$ cat src/rtl/wisc_pipe_pkg.sv
// ---------------------------------------------------------------------------
// wisc_pipe_pkg
// Shared definitions for the WISC-SP13 inter-stage pipeline registers.
//   NOP_INSTR_16 : instruction word a stage presents when it holds nothing.
//   SQ_CNT_W     : width of the post-flush squash counter.
//   pipe_entry_t : one pipeline entry at the default field widths.
// ---------------------------------------------------------------------------
package wisc_pipe_pkg;

  localparam logic [15:0] NOP_INSTR_16 = 16'h0800;
  localparam int          SQ_CNT_W     = 4;

  typedef struct packed {
    logic [15:0] instr;
    logic [15:0] pc;
    logic [1:0]  side;
  } pipe_entry_t;

endpackage

$ cat src/rtl/pipe_stage_reg_entry.sv
// ---------------------------------------------------------------------------
// pipe_entry_reg
// Enable/clear register for one pipeline entry {instr, pc, side}.
// Ports:
//   clk  in   rising-edge clock
//   rst  in   asynchronous active-low reset, loads RST_VAL
//   en   in   load d on the next edge
//   clr  in   load RST_VAL on the next edge (wins over en)
//   d    in   W-bit entry to load
//   q    out  W-bit stored entry
// ---------------------------------------------------------------------------
module pipe_entry_reg #(
  parameter int           W       = 34,
  parameter logic [W-1:0] RST_VAL = '0
) (
  input  logic         clk,
  input  logic         rst,
  input  logic         en,
  input  logic         clr,
  input  logic [W-1:0] d,
  output logic [W-1:0] q
);

  logic [W-1:0] q_d;
  logic [W-1:0] q_q;

  always_comb begin
    q_d = q_q;
    if (clr) begin
      q_d = RST_VAL;
    end else if (en) begin
      q_d = d;
    end
  end

  always_ff @(posedge clk or negedge rst) begin
    if (!rst) begin
      q_q <= RST_VAL;
    end else begin
      q_q <= q_d;
    end
  end

  assign q = q_q;

endmodule

$ cat src/rtl/pipe_stage_reg.sv
// ---------------------------------------------------------------------------
// pipe_stage_reg
// Inter-stage pipeline register with valid/ready handshake, flush and a
// programmable post-flush squash window.
// Optional build macro: PIPE_STAGE_SKID_EN adds a one-entry skid register so
// in_ready comes from a flop instead of out_ready.
// Ports:
//   clk        in   rising-edge clock
//   rst        in   asynchronous active-low reset
//   flush      in   kill stage contents, (re)start the squash window
//   in_valid   in   upstream entry valid
//   in_ready   out  stage accepts an entry this cycle
//   in_instr   in   incoming instruction  (INSTR_W)
//   in_pc      in   incoming PC           (PC_W)
//   in_side    in   incoming sideband     (SIDE_W)
//   out_valid  out  output register holds a valid entry
//   out_ready  in   downstream consumes the entry this cycle
//   out_instr  out  registered instruction, NOP_INSTR when not valid
//   out_pc     out  registered PC
//   out_side   out  registered sideband
//   squashing  out  squash counter non-zero
// ---------------------------------------------------------------------------
module pipe_stage_reg
  import wisc_pipe_pkg::*;
#(
  parameter int                 INSTR_W   = 16,
  parameter int                 PC_W      = 16,
  parameter int                 SIDE_W    = 2,
  parameter logic [INSTR_W-1:0] NOP_INSTR = INSTR_W'(NOP_INSTR_16),
  parameter int                 SQUASH_N  = 1
) (
  input  logic               clk,
  input  logic               rst,
  input  logic               flush,
  input  logic               in_valid,
  output logic               in_ready,
  input  logic [INSTR_W-1:0] in_instr,
  input  logic [PC_W-1:0]    in_pc,
  input  logic [SIDE_W-1:0]  in_side,
  output logic               out_valid,
  input  logic               out_ready,
  output logic [INSTR_W-1:0] out_instr,
  output logic [PC_W-1:0]    out_pc,
  output logic [SIDE_W-1:0]  out_side,
  output logic               squashing
);

  localparam int               ENT_W   = INSTR_W + PC_W + SIDE_W;
  localparam logic [ENT_W-1:0] ENT_RST = {NOP_INSTR, {PC_W{1'b0}}, {SIDE_W{1'b0}}};

  logic [ENT_W-1:0]    in_ent;
  logic [ENT_W-1:0]    ent_p1_d;
  logic [ENT_W-1:0]    ent_p1_q;
  logic                ent_p1_en;
  logic                vld_p1_d;
  logic                vld_p1_q;
  logic [SQ_CNT_W-1:0] sq_cnt_d;
  logic [SQ_CNT_W-1:0] sq_cnt_q;
  logic                squashing_d;
  logic                squashing_q;
  logic                accept;
  logic                drain;
  logic                take;
  logic                drop;

  assign in_ent = {in_instr, in_pc, in_side};
  assign accept = in_valid && in_ready;
  assign drain  = vld_p1_q && out_ready;
  // Inputs presented in the flush cycle vanish without touching the counter.
  assign take   = accept && !flush && (sq_cnt_q == '0);
  assign drop   = accept && !flush && (sq_cnt_q != '0);

  always_comb begin
    sq_cnt_d = sq_cnt_q;
    if (flush) begin
      sq_cnt_d = SQ_CNT_W'(SQUASH_N);
    end else if (drop) begin
      sq_cnt_d = sq_cnt_q - 1'b1;
    end
    squashing_d = (sq_cnt_d != '0);
  end

`ifdef PIPE_STAGE_SKID_EN
  logic [ENT_W-1:0] skid_ent_q;
  logic             skid_en;
  logic             skid_vld_d;
  logic             skid_vld_q;
  logic             out_free;

  // Only flush reaches in_ready combinationally; out_ready never does.
  assign in_ready = !skid_vld_q || flush;
  assign out_free = !vld_p1_q || out_ready;

  always_comb begin
    ent_p1_en  = 1'b0;
    ent_p1_d   = in_ent;
    skid_en    = 1'b0;
    skid_vld_d = skid_vld_q;
    vld_p1_d   = vld_p1_q;
    if (flush) begin
      vld_p1_d   = 1'b0;
      skid_vld_d = 1'b0;
    end else if (skid_vld_q) begin
      // in_ready is low here, so the only movement is skid -> output.
      if (drain) begin
        ent_p1_en  = 1'b1;
        ent_p1_d   = skid_ent_q;
        vld_p1_d   = 1'b1;
        skid_vld_d = 1'b0;
      end
    end else if (take) begin
      if (out_free) begin
        ent_p1_en = 1'b1;
        vld_p1_d  = 1'b1;
      end else begin
        skid_en    = 1'b1;
        skid_vld_d = 1'b1;
      end
    end else if (drain) begin
      vld_p1_d = 1'b0;
    end
  end

  pipe_entry_reg #(
    .W       (ENT_W),
    .RST_VAL (ENT_RST)
  ) u_skid_reg (
    .clk (clk),
    .rst (rst),
    .en  (skid_en),
    .clr (flush),
    .d   (in_ent),
    .q   (skid_ent_q)
  );

  always_ff @(posedge clk or negedge rst) begin
    if (!rst) begin
      skid_vld_q <= 1'b0;
    end else begin
      skid_vld_q <= skid_vld_d;
    end
  end
`else
  assign in_ready = !vld_p1_q || out_ready || flush;

  always_comb begin
    ent_p1_d  = in_ent;
    ent_p1_en = take;
    vld_p1_d  = vld_p1_q;
    if (flush) begin
      vld_p1_d = 1'b0;
    end else if (take) begin
      vld_p1_d = 1'b1;
    end else if (drain) begin
      vld_p1_d = 1'b0;
    end
  end
`endif

  // ---- stage p0 -> p1 boundary ----
  pipe_entry_reg #(
    .W       (ENT_W),
    .RST_VAL (ENT_RST)
  ) u_out_reg (
    .clk (clk),
    .rst (rst),
    .en  (ent_p1_en),
    .clr (flush),
    .d   (ent_p1_d),
    .q   (ent_p1_q)
  );

  always_ff @(posedge clk or negedge rst) begin
    if (!rst) begin
      vld_p1_q    <= 1'b0;
      sq_cnt_q    <= '0;
      squashing_q <= 1'b0;
    end else begin
      vld_p1_q    <= vld_p1_d;
      sq_cnt_q    <= sq_cnt_d;
      squashing_q <= squashing_d;
    end
  end

  assign out_valid = vld_p1_q;
  assign out_instr = vld_p1_q ? ent_p1_q[ENT_W-1 -: INSTR_W] : NOP_INSTR;
  assign out_pc    = ent_p1_q[SIDE_W +: PC_W];
  assign out_side  = ent_p1_q[SIDE_W-1:0];
  assign squashing = squashing_q;

endmodule

$ cat config.mk
export PLATFORM = sky130hd
export DESIGN_NAME = pipe_stage_reg
export DESIGN_NICKNAME = d
export VERILOG_FILES = /design/src/rtl/wisc_pipe_pkg.sv /design/src/rtl/pipe_stage_reg_entry.sv /design/src/rtl/pipe_stage_reg.sv
export SDC_FILE = /design/constraint.sdc
export NUM_CORES = 1
export LEC_CHECK = 0
export BUFFER_PORTS_ARGS = -buffer_cell sky130_fd_sc_hd__buf_4
export CORE_UTILIZATION = 30
export CTS_CLUSTER_DIAMETER = 120
export DETAILED_ROUTE_END_ITERATION = 10
export GPL_ROUTABILITY_DRIVEN = 0
export GPL_TIMING_DRIVEN = 0
export HOLD_SLACK_MARGIN = 0.05
export MAX_ROUTING_LAYER = met4
export SYNTH_ARGS = -nofsm -noshare
export SYNTH_HDL_FRONTEND = slang
export SYNTH_HIERARCHICAL = 1
export SYNTH_SLANG_ARGS = --single-unit
$ cat constraint.sdc
create_clock -name clk -period 1.78 [get_ports clk]
set_clock_uncertainty 0.15 [all_clocks]
set_input_delay 0.267 -clock clk [delete_from_list [all_inputs] [get_ports clk]]
set_output_delay 0.267 -clock clk [all_outputs]
set_load 0.02 [all_outputs]
==> flow_metrics.env, run 1 <==
export IMPL_result_of_the_run="complete, but fails checks"
export IMPL_failed_checks="negative setup slack"
export IMPL_antenna_diode_count=0
export IMPL_cts_root_buffer="clkbuf_8"
export IMPL_fmax_mhz=545
export IMPL_ys_flop_type="dfrtp_1"
export IMPL_yosys_register_bits=40
export IMPL_number_of_global_route_vias_before_repair=1426
export IMPL_placedInstanceArea_mm2=0.00255
export IMPL_yosys_cell_types_count=28
export IMPL_cellLeakagePower_nw=1.39
export IMPL_fin_hold_ws_ns=0.0741
export IMPL_drv_max_cap_violation_count=0
export IMPL_nNetsFinal=309
export IMPL_synth_top_cells_by_area="dfrtp_1 (52%), mux2i_1 (18%), nor2_1 (7.3%)"
export IMPL_ys_seq_area_share_pct=52.9
export IMPL_yosysWarningCount=6
export IMPL_start_kind="flop"
export IMPL_drt_pre_antenna_iters=6
export IMPL_grt_antenna_before_repair=0
export IMPL_drt_first_iter_violations=41
export IMPL_post_synth_instance_area_mm2=0.00189
export IMPL_synth_avg_cell_area_um2=11.4
export IMPL_dpl_worst_slack_ns=-0.201
export IMPL_core_area_mm2=0.00599
export IMPL_worst_endpoint_required_ns=1.78
export IMPL_critPathCaptureType="flop"
export IMPL_worstPathArrival_ns=1.84
export IMPL_initial_core_util_pct=31.6
export IMPL_clkSlewWorstSetupHoldPaths_ns=0.07
export IMPL_grt_total_usage_pct=14.0
export IMPL_syn_num_nets=206
export IMPL_timing_critical_path_fanout_max=5
export IMPL_dieWidth_um=81.5
export IMPL_postSynthCellCount=166
export IMPL_synth_common_cells="dfrtp_1 (39), nor2_1 (37), mux2i_1 (35), and2_1 (15)"
export IMPL_grt_start_max_net_pins=41
export IMPL_routed_via_count=1498
export IMPL_post_route_cells_drive_above_1_share_pct=45.6
export IMPL_numClockSinks=40
export IMPL_route_detailed_drc=0
export IMPL_non_filler_cell_area_final_mm2=0.00296
export IMPL_yosys_area_top_type_share_pct=51.5
export IMPL_stdcell_count=345
export IMPL_cell_type_with_the_highest_aggregate_area_in_the_netlist="dfrtp_1"
export IMPL_finalCritPeriodShare_pct=103
export IMPL_criticalPathCategory="flop to flop"
export IMPL_number_of_synthesized_flops_with_an_enable_pin=0
export IMPL_synthMostInstantiatedCell="dfrtp_1"
export IMPL_cts_buffer_count=5
export IMPL_detail_route_vias_per_cell=4.34
export IMPL_portBuffers=75
export IMPL_die_area_mm2=0.00664
export IMPL_top_level_ports=76
export IMPL_wl_per_cell_um=13.0
export IMPL_timing_hold_worst_class="primary input to flop"
export IMPL_areaGrowthSynthToFinish_pct=56.0
export IMPL_ctsLongestPathBuffers=2
export IMPL_row_count=28
export IMPL_tightestPinTransition_ns=0.508
export IMPL_setup_slack_ns=-0.0532
export IMPL_final_count_of_negative_setup_slack_endpoints=30
export IMPL_asyncSetResetFlopFracSynth_pct=100
export IMPL_fin_util_pct=49.3
export IMPL_die_h_um=81.5
export IMPL_pwr_density_cell_mw_per_mm2=631
export IMPL_timing_max_transition_violations_final=0
export IMPL_ant_nets=0
export IMPL_hpwl_um=2830
export IMPL_dp_cell_count=316
export IMPL_first_pass_grt_wire_length_um=6670
export IMPL_layout_min_cycle_time_ns=1.83
export IMPL_max_slew_margin_rel_pct=66.2
export IMPL_cts_tree="built"
export IMPL_drt_wl_total_um=4480
export IMPL_worst_ir_drop_vdd_mv=0.257
export IMPL_clk_latency_ns=0.28
export IMPL_htreeDepth=2
export IMPL_grt_setup_unrepaired="true"
export IMPL_gr_total_overflow=0
export IMPL_finalHoldViolations=0
## cells in the final DEF, fill, tap and decap left out, types with 2 or more instances in the layout
cell,synthesis,routed
clkbuf_16,0,2
dfrtp_1,39,38
a21oi_1,2,2
clkbuf_1,4,5
inv_1,4,2
clkbuf_8,0,6
buf_12,3,4
mux2i_1,35,34
nand2b_1,4,4
buf_4,0,81
and2_4,0,4
dlygate4sd3_1,0,3
buf_6,1,9
nor3_1,3,3
nor3_2,3,2
inv_2,0,2
and2_1,15,11
nor2_1,37,37
## flip-flops by register name, summed over array words and instances, names as in the netlist
| register | flops |
|---|---|
| out_valid | 1 |
| sq_cnt_q | 4 |
| squashing | 1 |
| u_out_reg/q | 34 |
## critical path, stage by stage, from the launching register on
cell and delay (ns):
dfrtp_2 0.40, nor2b_4 0.12, or2_4 0.23, nor3_4 0.13, buf_6 0.14, buf_12 0.13
clkbuf_16 0.15, mux2i_1 0.19, nor2_1 0.05
## layout make-up
cell class,count,area (um2)
Fill cell,572,3040
Sequential cell,40,1000
Timing Repair Buffer,96,831
Multi-Input combinational cell,113,830
Tap cell,75,93.8
Buffer,9,92.6
Clock buffer,8,90.1
Inverter,4,15.0
## per-stage QoR
stage / total power, W / TNS (ns)
after floorplan: 0.00109 / -1.04
after global placement: 0.00122 / -4.60
after detailed placement: 0.00122 / -5.53
after CTS: 0.00190 / -0.664
after global routing: 0.00197 / -3.26
final: 0.00186 / -0.757
## final timing paths
kind,slack (ns),to,startpoint,cells after the start
worst min register to register,0.36,u_out_reg/q[26],u_out_reg/q[26],2
worst max register to register,-0.05,u_out_reg/q[27],out_valid,8
min in group asynchronous,0.35,u_out_reg/q[6],rst,2
worst max-delay path,-0.05,u_out_reg/q[27],out_valid,8
worst min-delay path,0.07,u_out_reg/q[12],in_pc[10],3
max in group asynchronous,0.75,out_valid,rst,2
## cells by family after synthesis
kind of cell,share of synthesized area (%)
flip-flops,52.9
XOR/XNOR,0.462
adder cells (fa/ha/maj),0.660
AND/OR/NAND/NOR,20.2
multiplexers,18.5
buffers and inverters,5.61
AO/OA/AOI/OAI,1.65
## power by group
part | internal, W | total [W] | switching [W]
combinational | 0.000174 | 0.000314 | 0.000140
clock | 0.000316 | 0.000602 | 0.000286
sequential | 0.000933 | 0.000947 | 0.0000143
## per-layer routing
layer	part of all wire, %	GRT usage [%]	vias up	wire (um)
met1	43	16.3	703	1930
met4	0.33	5.89	0	15
met5	0	-	-	0
met2	51	23.0	42	2280
li1	-	-	751	-
met3	5.8	3.44	2	262
## timing repair
| action | in CTS | in global routing |
|---|---|---|
| endpoints found under the hold margin | 43 | 0 |
| gates cloned | 1 | 2 |
| hold buffers | 3 | 0 |
| setup buffers | 15 | 0 |
| gates resized for setup | 14 | 8 |
| pin swaps | 1 | 2 |
| setup endpoints to repair | 44 | 50 |
Power figures use the tool's default switching activity.
==> run 2, diff against run 1 <==
--- a/config.mk
+++ b/config.mk
@@ -6,13 +6,14 @@
 export NUM_CORES = 1
 export LEC_CHECK = 0
 export BUFFER_PORTS_ARGS = -buffer_cell sky130_fd_sc_hd__buf_4
-export CORE_UTILIZATION = 30
+export CORE_UTILIZATION = 40
 export CTS_CLUSTER_DIAMETER = 120
 export DETAILED_ROUTE_END_ITERATION = 10
 export GPL_ROUTABILITY_DRIVEN = 0
 export GPL_TIMING_DRIVEN = 0
 export HOLD_SLACK_MARGIN = 0.05
 export MAX_ROUTING_LAYER = met4
+export PLACE_DENSITY = 0.71
 export SYNTH_ARGS = -nofsm -noshare
 export SYNTH_HDL_FRONTEND = slang
 export SYNTH_HIERARCHICAL = 1
==> flow_metrics.env, run 2 (synthesis gave the netlist of run 1 again) <==
export IMPL_non_filler_cell_area_final_mm2=0.00280
export IMPL_grt_setup_unrepaired="true"
export IMPL_drt_first_iter_violations=122
export IMPL_totalPowerFinal_w=0.00186
export IMPL_grt_start_max_net_pins=41
export IMPL_worstPathArrival_ns=1.85
export IMPL_clkSlewWorstSetupHoldPaths_ns=0.07
export IMPL_timing_max_transition_violations_final=0
export IMPL_final_cell_mix="buf_4 (86), dfrtp_1 (38), nor2_1 (37)"
export IMPL_worst_path_buf_inv=2
export IMPL_stdcell_count=317
export IMPL_wl_per_cell_um=13.9
export IMPL_largest_reg_flops=34
export IMPL_cpPeakStageDelay_ns=0.43
export IMPL_critical_path_top_delay_family="simple AND/OR/NAND/NOR gates"
export IMPL_finalCritPeriodShare_pct=103
export IMPL_ant_nets=0
export IMPL_worst_ir_drop_vdd_mv=0.335
export IMPL_cellLeakagePower_nw=1.35
export IMPL_first_pass_grt_wire_length_um=7080
export IMPL_drt_pre_antenna_iters=8
export IMPL_timing_hold_worst_class="primary input to flop"
export IMPL_route_detailed_drc=14
export IMPL_areaGrowthSynthToFinish_pct=48.0
export IMPL_criticalPathCategory="flop to flop"
export IMPL_post_route_cells_drive_above_1_share_pct=43.4
export IMPL_ctsLongestPathBuffers=2
export IMPL_dp_cell_count=293
export IMPL_setup_slack_ns=-0.0499
export IMPL_hpwl_um=2960
export IMPL_drt_wl_total_um=4400
export IMPL_grt_antenna_before_repair=0
export IMPL_die_h_um=70.8
export IMPL_antenna_diode_count=0
export IMPL_core_area_mm2=0.00444
export IMPL_numClockSinks=40
export IMPL_row_count=24
export IMPL_drv_max_cap_violation_count=0
export IMPL_placedInstanceArea_mm2=0.00252
export IMPL_final_count_of_negative_setup_slack_endpoints=26
export IMPL_routed_via_count=1493
export IMPL_portBuffers=75
export IMPL_number_of_fill_cells_in_the_layout=364
export IMPL_crit_slowest_cell="dfrtp_2"
export IMPL_critPathCaptureType="flop"
export IMPL_pwr_density_cell_mw_per_mm2=663
export IMPL_failed_checks="design-rule violations, negative setup slack"
export IMPL_grt_total_usage_pct=19.0
export IMPL_finalHoldViolations=0
export IMPL_initial_core_util_pct=42.6
export IMPL_detail_route_vias_per_cell=4.71
export IMPL_nNetsFinal=304
export IMPL_max_slew_margin_rel_pct=65.8
export IMPL_start_kind="flop"
export IMPL_leading_cell_type_in_the_layout_fill_and_taps_excluded="buf_4"
export IMPL_layout_min_cycle_time_ns=1.83
export IMPL_top_level_ports=76
export IMPL_fmax_mhz=546
export IMPL_cts_root_buffer="clkbuf_8"
export IMPL_tightestPinTransition_ns=0.514
export IMPL_number_of_global_route_vias_before_repair=1480
export IMPL_die_area_mm2=0.00501
export IMPL_result_of_the_run="complete, but fails checks"
export IMPL_worst_endpoint_required_ns=1.80
export IMPL_htreeDepth=2
export IMPL_critical_path_cell_chain="nor2b_4, or2_4, nor3_4, buf_6, buf_12, mux2i_2, nor2_1"
export IMPL_dieWidth_um=70.8
export IMPL_clk_latency_ns=0.29
export IMPL_timing_critical_path_fanout_max=10
export IMPL_gr_total_overflow=0
export IMPL_cts_tree="built"
export IMPL_cts_buffer_count=5
## run 2: power breakdown
part	internal, W	total, W	switching (W)
Combinational	0.000158	0.000293	0.000135
Sequential	0.000933	0.000948	0.0000147
Clock	0.000316	0.000618	0.000302
Total	0.00141	0.00186	0.000452
## run 2: final timing paths
check,start,to,slack [ns],depth (start not counted)
worst max-delay path,out_valid,u_out_reg/q[17],-0.05,7
min in group asynchronous,rst,u_out_reg/q[10],0.34,2
worst max register to register,out_valid,u_out_reg/q[17],-0.05,7
worst min-delay path,in_instr[3],u_out_reg/q[21],0.06,3
max in group asynchronous,rst,out_valid,0.76,2
worst min register to register,u_out_reg/q[33],u_out_reg/q[33],0.36,2
## run 2: per-stage QoR
| stage | hold slack [ns] | utilization [%] | setup slack (ns) | setup TNS [ns] |
|---|---|---|---|---|
| 3_5_place_dp | 0.131 | 56.8 | -0.191 | -5.29 |
| 5_1_grt | 0.0710 | 63.1 | -0.141 | -3.12 |
| 2_1_floorplan | -0.179 | - | -0.0345 | -1.04 |
| 4_1_cts | 0.0659 | 61.0 | -0.0277 | -0.266 |
| 3_3_place_gp | 0.126 | 56.8 | -0.150 | -4.15 |
| 6_report | 0.0643 | 63.1 | -0.0499 | -0.497 |
## run 2: routing by layer
metal / track usage (%) / wire [um]
met1: 23.9 / 1880
met2: 29.6 / 2200
met3: 5.56 / 252
met5: - / 0
met4: 6.22 / 74
## run 2: final cells by class
class / instances / area (um2) / share of cell area (%)
inverters: 4 / 15.0 / 0.536
clock buffers: 8 / 90.1 / 3.21
well taps: 52 / 65.1 / 2.32
plain buffers: 9 / 98.8 / 3.53
flip-flops and latches: 40 / 1000 / 35.8
multi-input cells: 113 / 818 / 29.2
repair buffers: 91 / 712 / 25.4
## run 2: timing repair
item,in CTS,in global routing
endpoints found under the setup margin,34,44
hold endpoints to repair,43,0
gates resized for setup,5,9
hold buffers,3,0
pin swaps,0,1
setup buffers,6,6
gates cloned,0,1
## run 2: tightest hold or removal path, cell delays in order
cell and delay, ns:
buf_4 0.08, mux2i_1 0.05, nor2_1 0.07
==> run 3, diff against run 2 <==
--- a/config.mk
+++ b/config.mk
@@ -6,14 +6,14 @@
 export NUM_CORES = 1
 export LEC_CHECK = 0
 export BUFFER_PORTS_ARGS = -buffer_cell sky130_fd_sc_hd__buf_4
-export CORE_UTILIZATION = 40
+export CORE_UTILIZATION = 43
 export CTS_CLUSTER_DIAMETER = 120
 export DETAILED_ROUTE_END_ITERATION = 10
 export GPL_ROUTABILITY_DRIVEN = 0
 export GPL_TIMING_DRIVEN = 0
 export HOLD_SLACK_MARGIN = 0.05
 export MAX_ROUTING_LAYER = met4
-export PLACE_DENSITY = 0.71
+export PLACE_DENSITY = 0.75
 export SYNTH_ARGS = -nofsm -noshare
 export SYNTH_HDL_FRONTEND = slang
 export SYNTH_HIERARCHICAL = 1
==> flow_metrics.env, run 3 (synthesis gave the netlist of run 1 again) <==
export IMPL_dieWidth_um=68.4
export IMPL_criticalPathCategory="flop to flop"
export IMPL_nNetsFinal=302
export IMPL_cts_buffer_count=5
export IMPL_cts_root_buffer="clkbuf_8"
export IMPL_row_count=23
export IMPL_grt_start_max_net_pins=41
export IMPL_timing_critical_path_fanout_max=10
export IMPL_portBuffers=75
export IMPL_pwr_density_cell_mw_per_mm2=665
export IMPL_cts_tree="built"
export IMPL_die_area_mm2=0.00468
export IMPL_largest_reg_flops=34
export IMPL_dpl_worst_slack_ns=-0.231
export IMPL_worstHoldPathCells=3
export IMPL_finalHoldViolations=0
export IMPL_core_area_mm2=0.00412
export IMPL_reg2reg_depth=8
export IMPL_gr_total_overflow=0
export IMPL_highest_signal_layer="met4"
export IMPL_number_of_global_route_vias_before_repair=1481
export IMPL_top_level_ports=76
export IMPL_grt_setup_unrepaired="true"
export IMPL_ant_nets=0
export IMPL_layout_min_cycle_time_ns=1.83
export IMPL_wl_per_cell_um=13.7
export IMPL_grt_antenna_before_repair=0
export IMPL_start_kind="flop"
export IMPL_detailroute_wirelength_met3_um=223
export IMPL_initial_core_util_pct=46.0
export IMPL_drt_wl_total_um=4300
export IMPL_drt_pre_antenna_iters=4
export IMPL_dr_wl_met2_um=2230
export IMPL_post_route_cells_drive_above_1_share_pct=43.0
export IMPL_final_count_of_negative_setup_slack_endpoints=30
export IMPL_tightestPinTransition_ns=0.497
export IMPL_routed_via_count=1482
export IMPL_clkSlewWorstSetupHoldPaths_ns=0.07
export IMPL_result_of_the_run="complete, but fails checks"
export IMPL_areaGrowthSynthToFinish_pct=46.2
export IMPL_hpwl_um=3040
export IMPL_finalCritPeriodShare_pct=103
export IMPL_first_pass_grt_wire_length_um=6670
export IMPL_critPathCaptureType="flop"
export IMPL_totalPowerFinal_w=0.00184
export IMPL_route_detailed_drc=0
export IMPL_antenna_diode_count=0
export IMPL_grt_total_usage_pct=20.1
export IMPL_leading_cell_type_in_the_layout_fill_and_taps_excluded="buf_4"
export IMPL_worstPathArrival_ns=1.83
export IMPL_number_of_fill_cells_in_the_layout=330
export IMPL_setup_slack_ns=-0.0483
export IMPL_final_cell_mix="buf_4 (85), nor2_1 (37), dfrtp_1 (37)"
export IMPL_cellLeakagePower_nw=1.33
export IMPL_htreeDepth=2
export IMPL_worst_ir_drop_vdd_mv=0.462
export IMPL_timing_hold_worst_class="primary input to flop"
export IMPL_fmax_mhz=547
export IMPL_timing_max_transition_violations_final=0
export IMPL_failed_checks="negative setup slack"
export IMPL_drt_first_iter_violations=58
export IMPL_wire_length_on_met1_um=1830
export IMPL_fin_hold_ws_ns=0.0821
export IMPL_max_slew_margin_rel_pct=66.9
export IMPL_clk_latency_ns=0.27
export IMPL_drv_max_cap_violation_count=0
export IMPL_worst_endpoint_required_ns=1.78
export IMPL_detail_route_vias_per_cell=4.73
export IMPL_ctsLongestPathBuffers=2
export IMPL_die_h_um=68.4
export IMPL_numClockSinks=40
run 3: final cells by class:
class	instances	area, um2	area share, %
buffer	8	87.6	3.16
clock buffer	8	90.1	3.25
inverter	4	15.0	0.542
multi-input combinational	113	818	29.6
sequential	40	1000	36.3
tap	50	62.6	2.26
timing repair buffer	90	691	24.9
run 3: layer usage:
layer  up-vias  global-route usage, %
li1        739                      -
met1       695                   22.6
met2        44                   34.9
met3         4                   4.67
met4         0                   6.25
met5         -                      -
run 3: path summary, 6_finish.rpt:
kind                                 startpoint              end  slack, ns
worst max-delay path                sq_cnt_q[1]  u_out_reg/q[21]      -0.05
worst min-delay path                 in_side[1]   u_out_reg/q[1]       0.08
worst max register to register      sq_cnt_q[1]  u_out_reg/q[21]      -0.05
worst min register to register  u_out_reg/q[28]  u_out_reg/q[28]       0.37
max in group asynchronous                   rst        out_valid       0.76
min in group asynchronous                   rst  u_out_reg/q[28]       0.35
run 3: report_power, final:
| group | leakage (nW) | internal (W) | switching [W] |
|---|---|---|---|
| combinational | 0.739 | 0.000160 | 0.000139 |
| clock | 0.0455 | 0.000316 | 0.000279 |
| sequential | 0.542 | 0.000934 | 0.0000141 |
| total | 1.33 | 0.00141 | 0.000432 |
run 3: critical path: stages (launching register included):
cell	delay (ns)
dfrtp_1	0.38
inv_1	0.10
ha_4	0.18
nand2b_2	0.09
nor3_4	0.20
buf_6	0.18
buf_12	0.15
mux2i_2	0.22
nor2_1	0.06
run 3: repair_timing:
action | in CTS | in global routing
pin swaps | 1 | 3
resized for setup | 7 | 4
setup buffers | 4 | 8
hold buffers | 2 | 1
endpoints found under the setup margin | 34 | 44
hold endpoints to repair | 42 | 1
run 3: metrics by stage:
stage          cells  utilization [%]  TNS [ns]  area [um2]
6_report         313             67.3    -0.557        2770
5_1_grt          313             67.3     -4.20        2770
4_1_cts          305             65.3     -1.76        2690
3_5_place_dp     291             61.3     -6.51        2520
3_3_place_gp     291             61.3     -3.97        2520
2_1_floorplan    166                -     -1.04        1900
